## src/rtl/lieat_idu_oitf_fifo.sv

```systemverilog
// Outstanding-instruction tracking FIFO: in-order allocate/retire, out-of-order completion by tag,
// with RAW/WAW hazard detection for dispatch and an early RAW check for the IFU rs1 read.
module lieat_idu_oitf_fifo #(
  parameter int unsigned DEPTH   = 4,
  parameter int unsigned RGIDX_W = 5,
  parameter int unsigned TAG_W   = $clog2(DEPTH)
) (
  input  logic               clk,
  input  logic               rst,
  input  logic               disp_ena,
  output logic               disp_rdy,
  output logic [TAG_W-1:0]   disp_tag,
  input  logic               disp_rs1en,
  input  logic               disp_rs2en,
  input  logic               disp_rdwen,
  input  logic [RGIDX_W-1:0] disp_rs1,
  input  logic [RGIDX_W-1:0] disp_rs2,
  input  logic [RGIDX_W-1:0] disp_rd,
  input  logic               cmpl_ena,
  input  logic [TAG_W-1:0]   cmpl_tag,
  input  logic               flush,
  input  logic [RGIDX_W-1:0] ifu_dep_rs1,
  input  logic [RGIDX_W-1:0] wbu_dep_rd,
  output logic               raw_dep,
  output logic               waw_dep,
  output logic               ifu_dep,
  output logic               oitf_empty,
  output logic               oitf_full,
  output logic [TAG_W:0]     oitf_cnt
);

  logic [DEPTH-1:0]   valid_q, valid_d;
  logic [DEPTH-1:0]   done_q, done_d;
  logic [DEPTH-1:0]   rdwen_q, rdwen_d;
  logic [RGIDX_W-1:0] rd_q [DEPTH];
  logic [RGIDX_W-1:0] rd_d [DEPTH];
  logic [TAG_W:0]     wptr_q, wptr_d;
  logic [TAG_W:0]     rptr_q, rptr_d;

  logic [TAG_W-1:0] widx, ridx;
  logic             retire;

  assign widx = wptr_q[TAG_W-1:0];
  assign ridx = rptr_q[TAG_W-1:0];

  // MSB is the wrap bit: equal index with differing wrap means full.
  assign oitf_full  = (widx == ridx) && (wptr_q[TAG_W] != rptr_q[TAG_W]);
  assign oitf_empty = (wptr_q == rptr_q);
  assign oitf_cnt   = wptr_q - rptr_q;
  assign disp_rdy   = ~oitf_full;
  assign disp_tag   = widx;
  assign retire     = valid_q[ridx] & done_q[ridx];

  always_comb begin
    valid_d = valid_q;
    done_d  = done_q;
    rdwen_d = rdwen_q;
    rd_d    = rd_q;
    wptr_d  = wptr_q;
    rptr_d  = rptr_q;
    if (flush) begin
      valid_d = '0;
      done_d  = '0;
      wptr_d  = '0;
      rptr_d  = '0;
    end else begin
      if (retire) begin
        valid_d[ridx] = 1'b0;
        done_d[ridx]  = 1'b0;
        rptr_d        = rptr_q + (TAG_W + 1)'(1);
      end
      if (cmpl_ena && valid_q[cmpl_tag] && !done_q[cmpl_tag]) begin
        done_d[cmpl_tag] = 1'b1;
      end
      // Never collides with the retiring slot: widx == ridx only when empty or full.
      if (disp_ena && disp_rdy) begin
        valid_d[widx] = 1'b1;
        done_d[widx]  = 1'b0;
        rdwen_d[widx] = disp_rdwen & (disp_rd != '0);
        rd_d[widx]    = disp_rd;
        wptr_d        = wptr_q + (TAG_W + 1)'(1);
      end
    end
  end

  always_ff @(posedge clk) begin
    if (rst) begin
      valid_q <= '0;
      done_q  <= '0;
      rdwen_q <= '0;
      wptr_q  <= '0;
      rptr_q  <= '0;
      for (int unsigned i = 0; i < DEPTH; i++) begin
        rd_q[i] <= '0;
      end
    end else begin
      valid_q <= valid_d;
      done_q  <= done_d;
      rdwen_q <= rdwen_d;
      wptr_q  <= wptr_d;
      rptr_q  <= rptr_d;
      for (int unsigned i = 0; i < DEPTH; i++) begin
        rd_q[i] <= rd_d[i];
      end
    end
  end

  always_comb begin
    logic pend, live;
    raw_dep = 1'b0;
    waw_dep = 1'b0;
    ifu_dep = 1'b0;
    for (int unsigned i = 0; i < DEPTH; i++) begin
      pend = valid_q[i] & ~done_q[i] & rdwen_q[i];
      // A completion in this very cycle already resolves the dispatch-side hazard.
      live = pend & ~(cmpl_ena & (cmpl_tag == TAG_W'(i)));
      if (live && ((disp_rs1en && disp_rs1 == rd_q[i]) || (disp_rs2en && disp_rs2 == rd_q[i]))) begin
        raw_dep = 1'b1;
      end
      if (live && wbu_dep_rd == rd_q[i]) begin
        waw_dep = 1'b1;
      end
      if (pend && ifu_dep_rs1 == rd_q[i]) begin
        ifu_dep = 1'b1;
      end
    end
  end

endmodule

```

## config.mk

```make
export PLATFORM = sky130hd
export DESIGN_NAME = lieat_idu_oitf_fifo
export DESIGN_NICKNAME = d
export VERILOG_FILES = /design/src/rtl/lieat_idu_oitf_fifo.sv
export SDC_FILE = /design/constraint.sdc
export NUM_CORES = 1
export LEC_CHECK = 0
export BUFFER_PORTS_ARGS = -buffer_cell sky130_fd_sc_hd__buf_2
export CELL_PAD_IN_SITES_DETAIL_PLACEMENT = 0
export CELL_PAD_IN_SITES_GLOBAL_PLACEMENT = 1
export CORE_ASPECT_RATIO = 1.1
export CORE_MARGIN = 4
export CORE_UTILIZATION = 47
export CTS_BUF_LIST = sky130_fd_sc_hd__clkbuf_2 sky130_fd_sc_hd__clkbuf_4 sky130_fd_sc_hd__clkbuf_8
export DETAILED_ROUTE_END_ITERATION = 8
export PLACE_DENSITY = 0.86
export RECOVER_POWER = 100
export SETUP_SLACK_MARGIN = 0.3
export SLEW_MARGIN = 40
export SYNTH_ARGS = -nofsm -noshare
export SYNTH_HDL_FRONTEND = slang
export SYNTH_SLANG_ARGS = --single-unit
```

## constraint.sdc

```tcl
create_clock -name clk -period 3.1 [get_ports clk]
set_input_delay 0.155 -clock clk [delete_from_list [all_inputs] [get_ports clk]]
set_output_delay 0.155 -clock clk [all_outputs]
set_load 0.01 [all_outputs]
```

## Word level (Yosys, flattened, before mapping)

Index checks and enable logic that the tools add are counted.

| word-level totals | value |
|---|---|
| register bits | 38 |
| bits of input ports | 35 |
| output and inout bits | 11 |
| logic and storage cells | 153 |

| cells by class | value |
|---|---|
| $add $sub $neg | 3 |
| $lt $le $gt $ge | 8 |
| eq/ne operators | 22 |
| muxes and demuxes | 38 |
| bitwise operators | 36 |
| reductions and logical operators | 37 |

Operator list:

| operator | number |
|---|---|
| $eq 5x5->1 | 16 |
| $mux 4 | 8 |
| $logic_and 1x1->1 | 28 |
| $bwmux 20 | 1 |
| $mux 1 | 19 |
| $and 1x1->1 | 18 |
| $and 4x4->4 | 3 |
| $demux 5 s2 | 1 |
| $not 1->1 | 10 |
| $lt 2x3->1 const B | 3 |
| $bmux 1 s2 | 4 |
| $not 4->4 | 2 |
| $or 4x4->4 | 2 |
| $add 3x1->3 const B | 2 |
| $demux 1 s2 | 3 |
| $ge 2x1->1 const B | 3 |
| $mux 5 | 1 |
| $reduce_bool 5->1 | 1 |
| $bwmux 4 | 1 |
| $eq 2x2->1 const B | 2 |
| $logic_or 1x1->1 | 4 |
| $eq 3x3->1 | 1 |
| $ge 3x3->1 const B | 1 |
| $lt 3x1->1 const B | 1 |
| 9 further kinds | 9 |

## Logic depth before layout (Yosys ltp)

| depth | value |
|---|---|
| depth after elaboration | 13 |
| depth in mapped cells | 6 |
| depth with buffers taken out | 6 |

## Least setup slack after synthesis

Ideal clock, no wire load.

| timing | value |
|---|---|
| path kind | flip-flop to flip-flop |
| start | reg wptr_q[0] |
| end | reg rdwen_q[0] |
| library setup time | 0.130 ns |
| data arrival time | 1.616 ns |
| data required time | 2.970 ns |
| path slack | 1.354 ns |
| stages on the path, launching flop included | 7 |
| path buffers | 0 |
| clock period less this slack | 1.746 ns |
| cell sequence | dfxtp_1 > inv_1 > ha_1 > a311oi_4 > nand2_1 > nand3b_1 > o21ai_0 |

| on the way | value |
|---|---|
| cells in the longest elaborated chain, start to end | 5 |
| elaborated cells between the ends (all ways) | 11 |
| classes of those cells | order compare (2); eq/ne (1); mux (3); bitwise (1); reduce/logical (4) |

RTL lines:

| what | line | text |
|---|---|---|
| from (decl) | 37 | `logic [TAG_W:0] wptr_q, wptr_d;` |
| from (signal assigned) | 100 | `wptr_q <= wptr_d;` |
| $lt 2x3->1 (implied by the code) (tied with other cells) | 79 | `rdwen_d[widx] = disp_rdwen & (disp_rd != '0);` |
| $logic_and 1x1->1 (on tied branches) | 79, 47 |  |
| $mux 1 (implied by the code) / $not 1->1 (equally long branches) | 79, 50 |  |
| $demux 1 s2 / $logic_and 1x1->1 (equally long branches) | 79, 76 |  |
| $bwmux 4 / $reduce_and 2->1 (equally long branches) | -- |  |
| to (signal assigned) | 99 | `rdwen_q <= rdwen_d;` |
| to (decl) | 34 | `logic [DEPTH-1:0] rdwen_q, rdwen_d;` |

Several ways; a longest one is shown, not always the timed one.
A chain may end at the register's enable or synchronous reset.

## Final worst setup path

| timing | value |
|---|---|
| start | reg wptr_q[0] |
| end | reg wptr_q[2] |

| on the way | value |
|---|---|
| cells in the longest elaborated chain, start to end | 4 |
| elaborated cells between the ends (all ways) | 5 |
| classes of those cells | add/sub (1); eq/ne (1); bitwise (1); reduce/logical (2) |

RTL lines:

| what |
|---|
| branches (longest 4 deep; another with $add 3x1->3) |

Parallel ways; which one is timed is not known.

==> impl_metrics.toml <==
[critical_path]
r2r_cells = 6
r2r-end = "wptr_q[2]$_SDFFE_PP0N_"
crit_chain = "inv_1 -> ha_1 -> a31oi_1 -> nand2_1 -> xor2_1 -> nor2_1"
worstReg2RegStart = "wptr_q[0]$_SDFFE_PP0N_"
timing.reg2reg.setup_slack_ns = 0.75
max_stage_delay_ns = 0.80
path_max_fanout = 10
worstSetupEndpointType = "flop"
cp.required_ns = 3.28
crit_slowest_cell = "a31oi_1"
crit_type = "reg -> reg"
critPathLaunchType = "flop"
cp.arrival_ns = 2.53

[synth]
synthCells = 358
synthTopCellsByArea = "dfxtp_1, xnor2_1, xor2_1"
synthArstFlopShare_pct = 0
synth_top_area_share_pct = 26.6
syn_avg_cell_area_um2 = 7.99
syn_nets = 404
synth_edf_count = 0
yosys.area.top_type = "dfxtp_1"
synth_cell_types = 40
synth_seq_cells = 38
synth_flop_cell = "dfxtp_1"
yosysSeqAreaShare_pct = 26.6
synth_area_um2 = 2860
ys_top_cells_by_count = "xnor2_1, xor2_1, dfxtp_1"
yosysWarnings = 0

[route]
vias = 2477
ant_nets = 0
drt-initial-drc-count = 96
wl_mm = 7.51
drt-pass1-iter-count = 4
routed_via_density = 5.49
avgRoutedWirePerCell_um = 16.6
post-route-drc-count = 0

[timing]
fmax_ghz = 0.425
maxSlewHeadroom_pct = 36.0
skew_ns = 0.00375
setup_violations = 0
min_period_over_period_pct = 75.8
layout_min_cycle_time_ns = 2.35
hold_viol_final = 0
slew_violations = 0
grt_setup_unrepaired = "no"
tns_ns = 0
tightest_slew_ns = 0.955

[clock_tree]
clk_latency_ns = 0.29
cts_resized = 0
cts.sinks = 38
h-tree-depth = 2
clk_pin_slew_ns = 0.08
max-clock-path-buffers = 2
cts_setup_buffers = 0
numCtsBuffers = 5
cts-root-buf = "clkbuf_8"
cts_tree = "built"
hold_buffers = 0

[die]
die_y_um = 89.8
die_w_um = 82.4
fp-row-count = 29
dieArea_um2 = 7400
pin_count = 46
coreArea_um2 = 5840
initial_core_util_pct = 48.9

[power]
p_per_area_nw_per_um2 = 352
total_power_mw = 1.09
vdd_drop_max_v = 0.000285
power_leakage_nw = 1.16

[layout]
nFillCells = 580
stdcell_count = 451
final_layout_size_suffix_gt1_share_pct = 12.8
n_antenna_cell = 0
fin_util_pct = 53.2
area_growth_pct = 8.62
layout.nets = 419

[global_routing]
overflow = 0
grt_max_degree = 27
grt_pass1_wl_mm = 12.1
antenna_found_initial = 0
first_global_vias = 2395
grt.total_usage_pct = 21.3

[placement]
io_buffers = 45
dp_cells = 443
globalplace.congestion = 0.966
hpwl_mm = 5.79

[min_path]
min_path_cells = 3
whs_endpoint = "rd_q[4]$_SDFFE_PP0P_"
worstHoldPathType = "in -> reg"
min-delay-start = "disp_rd[4]"

[status]
status = "completed"

[job]
maxCapViolations = 0
==> sequential cells by signal (all words and copies together), names as in the netlist <==
register and flops:
rd_q 20, rdwen_q 4, done_q 4, valid_q 4
rptr_q 3, wptr_q 3
==> critical path: cells and delay by family, from the launching register on <==
| kind | cells | cell delay, ns |
|---|---|---|
| adder cells (fa/ha/maj) | 1 | 0.39 |
| AND/OR/NAND/NOR | 2 | 0.32 |
| flip-flops | 1 | 0.42 |
| AO/OA/AOI/OAI | 1 | 0.80 |
| buffers and inverters | 1 | 0.11 |
| XOR/XNOR | 1 | 0.19 |
==> worst max-delay path by stage <==
stage                                 from  slack (ns)                       to  cells after the start
finish              wptr_q[0]$_SDFFE_PP0N_        0.75   wptr_q[2]$_SDFFE_PP0N_                      6
global route        wptr_q[0]$_SDFFE_PP0N_        0.53   wptr_q[2]$_SDFFE_PP0N_                      6
CTS                 rptr_q[1]$_SDFFE_PP0N_        0.77  rdwen_q[2]$_SDFFE_PP0P_                      6
detailed placement  rptr_q[1]$_SDFFE_PP0N_        0.78  rdwen_q[2]$_SDFFE_PP0P_                      6
global placement    rptr_q[1]$_SDFFE_PP0N_        0.87  rdwen_q[2]$_SDFFE_PP0P_                      6
floorplan           wptr_q[0]$_SDFFE_PP0N_        1.35  rdwen_q[0]$_SDFFE_PP0P_                      6
==> per-stage QoR <==
stage / hold WS, ns / instance area (um2) / setup WS (ns)
after floorplan: 0.303 / 2860 / 1.35
after global placement: 0.463 / 3020 / 0.869
after detailed placement: 0.465 / 3020 / 0.784
after CTS: 0.151 / 3140 / 0.773
after global routing: 0.147 / 3110 / 0.525
final: 0.157 / 3110 / 0.749
==> power by group <==
part           switching (mW)  leakage, nW  total [mW]  internal [mW]
logic                  0.0887        0.803       0.157         0.0682
registers              0.0147        0.307       0.509          0.495
clock network           0.187       0.0504       0.426          0.239
total                   0.290         1.16        1.09          0.802
==> layout make-up <==
type	count	area, um2	area share, %
clock buffers	5	68.8	2.22
clock inverters	3	45.0	1.45
inverters	8	30.0	0.967
multi-input cells	274	1890	60.7
well taps	77	96.3	3.10
repair buffers	46	219	7.05
flip-flops and latches	38	761	24.5
==> placed cells by master (no fill, tap or decap), types with 2 or more instances in the layout <==
| master | n |
|---|---|
| xor2_1 | 42 |
| ha_1 | 10 |
| nand3_1 | 26 |
| xnor2_1 | 42 |
| and2_1 | 3 |
| clkbuf_8 | 5 |
| clkinvlp_4 | 2 |
| o21ai_0 | 8 |
| nand3b_1 | 7 |
| inv_1 | 8 |
| nand2_1 | 38 |
| buf_2 | 34 |
| mux4_2 | 2 |
| a31oi_1 | 6 |
| nand4_1 | 14 |
| a21oi_1 | 27 |
| clkbuf_1 | 11 |
| nor2_1 | 13 |
| nor3_1 | 4 |
| dfxtp_1 | 38 |
| a211oi_1 | 2 |
| nor4_1 | 10 |
| a22oi_1 | 3 |
| nor3b_1 | 3 |
==> kinds of logic after synthesis <==
group	after synthesis	share of synthesized area (%)
AO/OA/AOI/OAI	49	10.8
XOR/XNOR	85	26.3
adder cells (fa/ha/maj)	11	5.08
buffers and inverters	46	6.83
flip-flops	38	26.6
multiplexers	2	1.58
AND/OR/NAND/NOR	127	22.8
==> metal layers <==
metal	vias to the layer above	GRT usage [%]	wire, um
met2	84	34.0	3510
met3	26	2.90	361
met4	0	11.1	345
met1	1132	27.2	3290
li1	1235	-	-
met5	-	0	0
(Power assumes the default switching activity.)
